==> src/rtl/bram_arb_pkg.sv <==
// Shared definitions for the block-RAM arbiter.
//   DATA_W_DEF / DEPTH_DEF : default data width and RAM depth (words)
//   port_t                 : requester identity (fetch or data)
//   addr_legal()           : word alignment and range check for a byte address
package bram_arb_pkg;

  localparam int DATA_W_DEF = 32;
  localparam int DEPTH_DEF  = 256;

  typedef enum logic {
    PORT_F = 1'b0,
    PORT_D = 1'b1
  } port_t;

  // A byte address is legal when it is word aligned and falls inside the RAM.
  // The comparison is done at 34 bits so 4*depth can never overflow.
  function automatic logic addr_legal(input logic [31:0] addr, input int unsigned depth);
    logic [33:0] limit;
    limit = 34'(depth) << 2;
    return (addr[1:0] == 2'b00) && ({2'b00, addr} < limit);
  endfunction

endpackage

==> src/rtl/bram_arb_sel.sv <==
// Combinational grant selection for the two requesters.
// Configuration macro: BRAM_ARB_RR_EN
//   defined   : round-robin, the port not granted last wins on contention
//   undefined : fixed priority, data over fetch (last is ignored)
// Ports:
//   f_valid, d_valid : request valids (already masked by reset)
//   last             : port granted most recently
//   gnt_f, gnt_d     : one-hot (or zero) grant
module bram_arb_sel
  import bram_arb_pkg::*;
(
  input  logic  f_valid,
  input  logic  d_valid,
  input  port_t last,
  output logic  gnt_f,
  output logic  gnt_d
);

`ifdef BRAM_ARB_RR_EN
  always_comb begin
    gnt_f = 1'b0;
    gnt_d = 1'b0;
    if (f_valid && d_valid) begin
      if (last == PORT_D) begin
        gnt_f = 1'b1;
      end else begin
        gnt_d = 1'b1;
      end
    end else begin
      gnt_f = f_valid;
      gnt_d = d_valid;
    end
  end
`else
  logic unused_last;
  assign unused_last = last;

  assign gnt_d = d_valid;
  assign gnt_f = f_valid && !d_valid;
`endif

endmodule

==> src/rtl/bram_arbiter.sv <==
// Arbiter sharing one single-ported 1-cycle-read block RAM between the
// instruction-fetch port (read only) and the data load/store port.
// At most one access is granted per cycle; the response (read data, store
// acknowledge or error) returns to the owner exactly one cycle later.
// Misaligned or out-of-range accesses never reach the RAM and answer err=1.
// Configuration macro: BRAM_ARB_RR_EN (round-robin when defined, otherwise
// fixed data-over-fetch priority without a last-grant register).
// Ports:
//   clk, rst                              : clock, sync active-high reset
//   f_valid/f_ready/f_addr                : fetch request handshake
//   f_rvalid/f_rdata/f_err                : fetch response
//   d_valid/d_ready/d_we/d_addr/d_wdata   : data request handshake
//   d_rvalid/d_rdata/d_err                : data response
//   ram_we/ram_rst/ram_addr/ram_di        : RAM control and write data
//   ram_dout                              : RAM read data (cycle after address)
module bram_arbiter
  import bram_arb_pkg::*;
#(
  parameter int DATA_W = DATA_W_DEF,
  parameter int DEPTH  = DEPTH_DEF
) (
  input  logic              clk,
  input  logic              rst,
  input  logic              f_valid,
  output logic              f_ready,
  input  logic [31:0]       f_addr,
  output logic              f_rvalid,
  output logic [DATA_W-1:0] f_rdata,
  output logic              f_err,
  input  logic              d_valid,
  output logic              d_ready,
  input  logic              d_we,
  input  logic [31:0]       d_addr,
  input  logic [DATA_W-1:0] d_wdata,
  output logic              d_rvalid,
  output logic [DATA_W-1:0] d_rdata,
  output logic              d_err,
  output logic              ram_we,
  output logic              ram_rst,
  output logic [31:0]       ram_addr,
  output logic [DATA_W-1:0] ram_di,
  input  logic [DATA_W-1:0] ram_dout
);

  logic        f_req;
  logic        d_req;
  logic        gnt_f;
  logic        gnt_d;
  logic        any_gnt;
  logic        gnt_legal;
  logic        gnt_store;
  logic [31:0] gnt_addr;
  logic [31:0] addr_shadow;
  port_t       last_gnt;

  // Nothing is granted while reset is held.
  assign f_req = f_valid && !rst;
  assign d_req = d_valid && !rst;

  bram_arb_sel u_sel (
    .f_valid (f_req),
    .d_valid (d_req),
    .last    (last_gnt),
    .gnt_f   (gnt_f),
    .gnt_d   (gnt_d)
  );

  assign f_ready = gnt_f;
  assign d_ready = gnt_d;

`ifdef BRAM_ARB_RR_EN
  // Reset value "fetch last" makes data win the first contention.
  always_ff @(posedge clk) begin
    if (rst) begin
      last_gnt <= PORT_F;
    end else if (any_gnt) begin
      last_gnt <= gnt_d ? PORT_D : PORT_F;
    end
  end
`else
  assign last_gnt = PORT_F;
`endif

  // Stage 0: grant cycle, request presented to the RAM.
  assign any_gnt   = gnt_f || gnt_d;
  assign gnt_addr  = gnt_d ? d_addr : f_addr;
  assign gnt_legal = any_gnt && addr_legal(gnt_addr, DEPTH);
  assign gnt_store = gnt_d && d_we;

  // The shadow keeps the RAM address steady on idle or rejected cycles so
  // the RAM output does not change needlessly.
  always_ff @(posedge clk) begin
    if (rst) begin
      addr_shadow <= '0;
    end else if (gnt_legal) begin
      addr_shadow <= gnt_addr;
    end
  end

  assign ram_addr = gnt_legal ? gnt_addr : addr_shadow;
  assign ram_we   = gnt_legal && gnt_store;
  assign ram_di   = d_wdata;
  assign ram_rst  = rst;

  // Stage 1: response register, RAM data arrives alongside it.
  logic        resp_pend;
  port_t       resp_port;
  logic        resp_err;
  logic        resp_is_store;

  always_ff @(posedge clk) begin
    if (rst) begin
      resp_pend     <= 1'b0;
      resp_port     <= PORT_F;
      resp_err      <= 1'b0;
      resp_is_store <= 1'b0;
    end else begin
      resp_pend     <= any_gnt;
      resp_port     <= gnt_d ? PORT_D : PORT_F;
      resp_err      <= any_gnt && !gnt_legal;
      resp_is_store <= gnt_store;
    end
  end

  logic              resp_live;
  logic [DATA_W-1:0] resp_rdata;

  // A response pending when reset rises is suppressed in that same cycle.
  assign resp_live  = resp_pend && !rst;
  assign resp_rdata = (resp_live && !resp_err && !resp_is_store) ? ram_dout : '0;

  assign f_rvalid = resp_live && (resp_port == PORT_F);
  assign d_rvalid = resp_live && (resp_port == PORT_D);
  assign f_rdata  = (resp_port == PORT_F) ? resp_rdata : '0;
  assign d_rdata  = (resp_port == PORT_D) ? resp_rdata : '0;
  assign f_err    = f_rvalid && resp_err;
  assign d_err    = d_rvalid && resp_err;

endmodule

==> config.mk <==
export PLATFORM = sky130hd
export DESIGN_NAME = bram_arbiter
export DESIGN_NICKNAME = d
export VERILOG_FILES = /design/src/rtl/bram_arb_pkg.sv /design/src/rtl/bram_arb_sel.sv /design/src/rtl/bram_arbiter.sv
export SDC_FILE = /design/constraint.sdc
export NUM_CORES = 1
export LEC_CHECK = 0
export ABC_AREA = 1
export CAP_MARGIN = 20
export CELL_PAD_IN_SITES_DETAIL_PLACEMENT = 1
export CELL_PAD_IN_SITES_GLOBAL_PLACEMENT = 1
export CORE_AREA = 2 2 126 128
export DETAILED_ROUTE_END_ITERATION = 10
export DIE_AREA = 0 0 128 130
export PLACE_DENSITY = 0.77
export SETUP_SLACK_MARGIN = 0.02
export SLEW_MARGIN = 10
export SYNTH_ARGS = -nofsm -noshare
export SYNTH_HDL_FRONTEND = slang
export SYNTH_SLANG_ARGS = --single-unit
==> constraint.sdc <==
create_clock -name clk -period 2.2 [get_ports clk]
set_input_delay 0.44 -clock clk [delete_from_list [all_inputs] [get_ports clk]]
set_output_delay 0.44 -clock clk [all_outputs]
set_load 0.005 [all_outputs]
==> results.md <==
- Critical Path RT: 1.76 ns
- Worst-Margin Slew: ~0.4 ns
- Pwr Total: between 0.002 and 0.0025 W
- Slowest stage cell on the critical path: clkdlybuf4s50_1
- CTS tree: yes
- P&R area growth vs syn: 131%
- Routed len/inst: approximately 15 µm
- Status: complete, but fails checks
- Clock-pin slew on the worst setup and hold paths: around 0.06 ns
- First-pass GRT wire length: approximately 21000 µm
- Worst path most repeated cell: nand2_1
- Clk pwr share: 39.9%
- Cts hold-fix bufs: 0
- Vias in the first global route: ~3900
- Critical Path Start Type: input port
- Die H: approximately 130 µm
- Cell taking the most area after synthesis: dfxtp_1
- Core ar.: between 15000 and 20000 µm²
- RePlAce Congestion: slightly below 0.8
- Area of the multi-input gates: between 1500 and 2000 µm²
- DR iter-0 viols: 58
- CTS buffer count: 5
- Critical R2R Launch: addr_shadow[9]$_SDFF_PP0_
- Layout cells sized above 1: a little under half
- Synth warnings: 0
- Hold Fails Final Rpt: 0
- Initial antenna violation count: 1
- Syn_area_per_cell: 5.85 µm²
- Min-delay worst type: reg -> reg
- Maxcap violations: 0
- Site row count: 46
- Seq cells post-synth: 36
- Register share of total power: 32.8%
- Die Wd: 128 µm
- Worst Setup Slack, final: -0.374 ns
- Gate power share: around 27%
- Tot GR Track Use: between 10% and 20%
- Fillers: roughly 1900
- GR Overflow Total: 0
- Flop2flop setup slack: around 0.83 ns
- Hold-critical path depth: 2
- Pre-antenna DRT Iters: 4
- Pin count of the biggest net entering global routing: 35
- Detail Route Antenna Nets: 0
- WHS: 0.459 ns
- Total number of vias: roughly 3800
- Fmax: about 390 MHz
- Post-synth net total: roughly 600
- Post-Place Cell Area: 5030 µm²
- CTS H-tree depth: 2
- Routed WL: about 14000 µm
- Fin Setup TNS: -10.18 ns
- RSZ-0062 raised after global routing: true
- Top cells by area, synth: dfxtp_1 (27%), nand2_1 (17%), inv_1 (14%)
- Mapped Cells: roughly 460
- Sequential Area: approximately 720 µm²
- Post-synth EDFFs: 0
- Max incr delay on CP: 0.40 ns
- Int Pwr: ~0.0015 W
- Failing checks: setup timing
- CP Capture Type: output port
- P_sw: around 0.00052 W
- I/O pins: roughly 270
- Reg2Reg Depth: 10
- Nets: roughly 860
- Clock Latency Late Sink: 0.28 ns
- Root Driver: clkbuf_16
- Sink Count: 36
- Inst Count DP: between 800 and 900
- Clk buf depth: 2
- Leak pwr: between 3 and 4 nW
- Vias/cell: between 4 and 5
- Top-count cell post-synth: nand2_1
- Peak VDD IR: 0.320 mV
- Library cells used by synthesis: 23
- CP startpoint: d_addr[10]
- CP arrival: between 2 and 2.5 ns
- Starting density of the core: ~18%
- Crit path to: ram_addr[24]
- Post-synth top area share: around a quarter
- Finished Layout Cells: slightly above 900
- Top FF cell, synth: dfxtp_1
- Sequential fraction of the synthesis area: a little over a quarter
- Mapped cell area: ~2700 µm²
- Commonest cells in the netlist: nand2_1 (120), inv_1 (102), nor3_1 (66)
- Final max-slew violation count: 0
- Share of flip-flops with an asynchronous set or reset: 0%
- P per Cell Area: about 320 nW/µm²
- Final setup viols: 35
- CP Class: in -> out
- DIE AREA: between 15000 and 20000 µm²
- Post-DP HPWL: just under 10000 µm
- # port buffers: approximately 200
- Worst-path cell chain: clkdlybuf4s50_1 -> inv_1 -> nand2_1 -> nand2_1 -> nand2_1 -> nor2_1 -> nand2_1 -> nor2_4 -> nand3_4 -> buf_12 -> buf_8 -> buf_12 -> nand2_4 -> inv_2 -> buf_2
- Worst r2r dst: addr_shadow[9]$_SDFF_PP0_
- Switching Share: between 20% and 30%
- DR DRC count: 0
- Rel. slew slack: between 70% and 80%
- Post-route cell area: 6260 µm²
- Post-layout min period: between 2 and 3 ns
- CP max FO: 5
- Worst Skew: 0 ns
- Period utilization: 117%
==> stage by stage <==
step / util (%) / setup slack (ns)
after floorplan: - / 0.0881
after global placement: 32.6 / -1.18
after detailed placement: 32.6 / -1.20
after CTS: 38.4 / -0.407
after global routing: 40.6 / -0.492
final: 40.6 / -0.374
==> logic make-up after synthesis <==
kind of cell           synth area share (%)
AO/OA/AOI/OAI                         0.461
buffers and inverters                  29.5
flip-flops                             26.5
multiplexers                           2.95
AND/OR/NAND/NOR                        40.6
==> layer usage <==
metal	routed length (µm)	vias to the layer above	GRT usage (%)
li1	-	1868	-
met1	5230	1747	17.0
met2	7690	145	30.7
met3	888	25	3.69
met4	249	0	4.01
met5	0	-	0
==> worst min-delay path by stage <==
stage | start | to | slack (ns)
after floorplan | addr_shadow[0]$_SDFF_PP0_ | addr_shadow[0]$_SDFF_PP0_ | 0.42
after global placement | addr_shadow[29]$_SDFF_PP0_ | addr_shadow[29]$_SDFF_PP0_ | 0.43
after detailed placement | addr_shadow[24]$_SDFF_PP0_ | addr_shadow[24]$_SDFF_PP0_ | 0.44
after CTS | addr_shadow[21]$_SDFF_PP0_ | addr_shadow[21]$_SDFF_PP0_ | 0.45
after global routing | d_valid | resp_port$_SDFF_PP0_ | 0.46
final | addr_shadow[30]$_SDFF_PP0_ | addr_shadow[30]$_SDFF_PP0_ | 0.46
==> layout by cell type (no fill, tap or decap), types with 2 or more instances in the layout <==
| cell type | n |
|---|---|
| inv_1 | 73 |
| nor3_1 | 27 |
| dlygate4sd2_1 | 20 |
| clkbuf_16 | 5 |
| inv_2 | 29 |
| clkbuf_2 | 23 |
| nand2_4 | 31 |
| buf_4 | 76 |
| nand2_1 | 76 |
| mux2i_1 | 8 |
| nand3_1 | 3 |
| nand3b_1 | 3 |
| clkdlybuf4s50_1 | 72 |
| buf_2 | 39 |
| nor2_2 | 4 |
| buf_6 | 37 |
| buf_8 | 5 |
| clkdlybuf4s15_1 | 4 |
| nor3_2 | 33 |
| nor2_4 | 4 |
| dfxtp_1 | 35 |
| nor2_1 | 41 |
| inv_6 | 2 |
| nand2_2 | 13 |
| nand4_1 | 8 |
| dlymetal6s2s_1 | 19 |
| buf_12 | 13 |
| nor3_4 | 6 |
| buf_16 | 5 |
==> flip-flops by register name, indices dropped and copies added (netlist names) <==
| register | flops |
|---|---|
| addr_shadow | 32 |
| resp_err | 1 |
| resp_pend | 1 |
| resp_port | 1 |
| resp_is_store | 1 |
==> power groups by stage <==
stage,Clock (W),Sequential [W],Combinational [W]
2_1_floorplan,0,0.000672,0.000224
3_3_place_gp,0,0.000673,0.000487
3_5_place_dp,0,0.000673,0.000491
4_1_cts,0.000816,0.000659,0.000529
5_1_grt,0.000847,0.000661,0.000601
6_report,0.000803,0.000660,0.000551
==> repair_timing <==
action                     4_1_cts  5_1_grt
pin swaps                       35       45
resized for setup              470      131
buffers inserted                42       18
setup endpoints to repair      136      106
gates cloned                     7        1
==> worst max-delay path, delay by kind of cell <==
| family | cells | cell delay (ns) |
|---|---|---|
| AND/OR/NAND/NOR | 8 | 0.70 |
| buffers and inverters | 7 | 1.00 |
==> cell type report <==
type | instances | area share (%)
multi-input combinational | 263 | 28.0
sequential | 36 | 11.5
timing repair buffer | 314 | 47.5
clock inverter | 2 | 0.560
antenna | 1 | 0.0400
inverter | 105 | 6.45
tap | 192 | 3.84
clock buffer | 6 | 2.06
No activity file was read; power rests on OpenSTA's default activity.
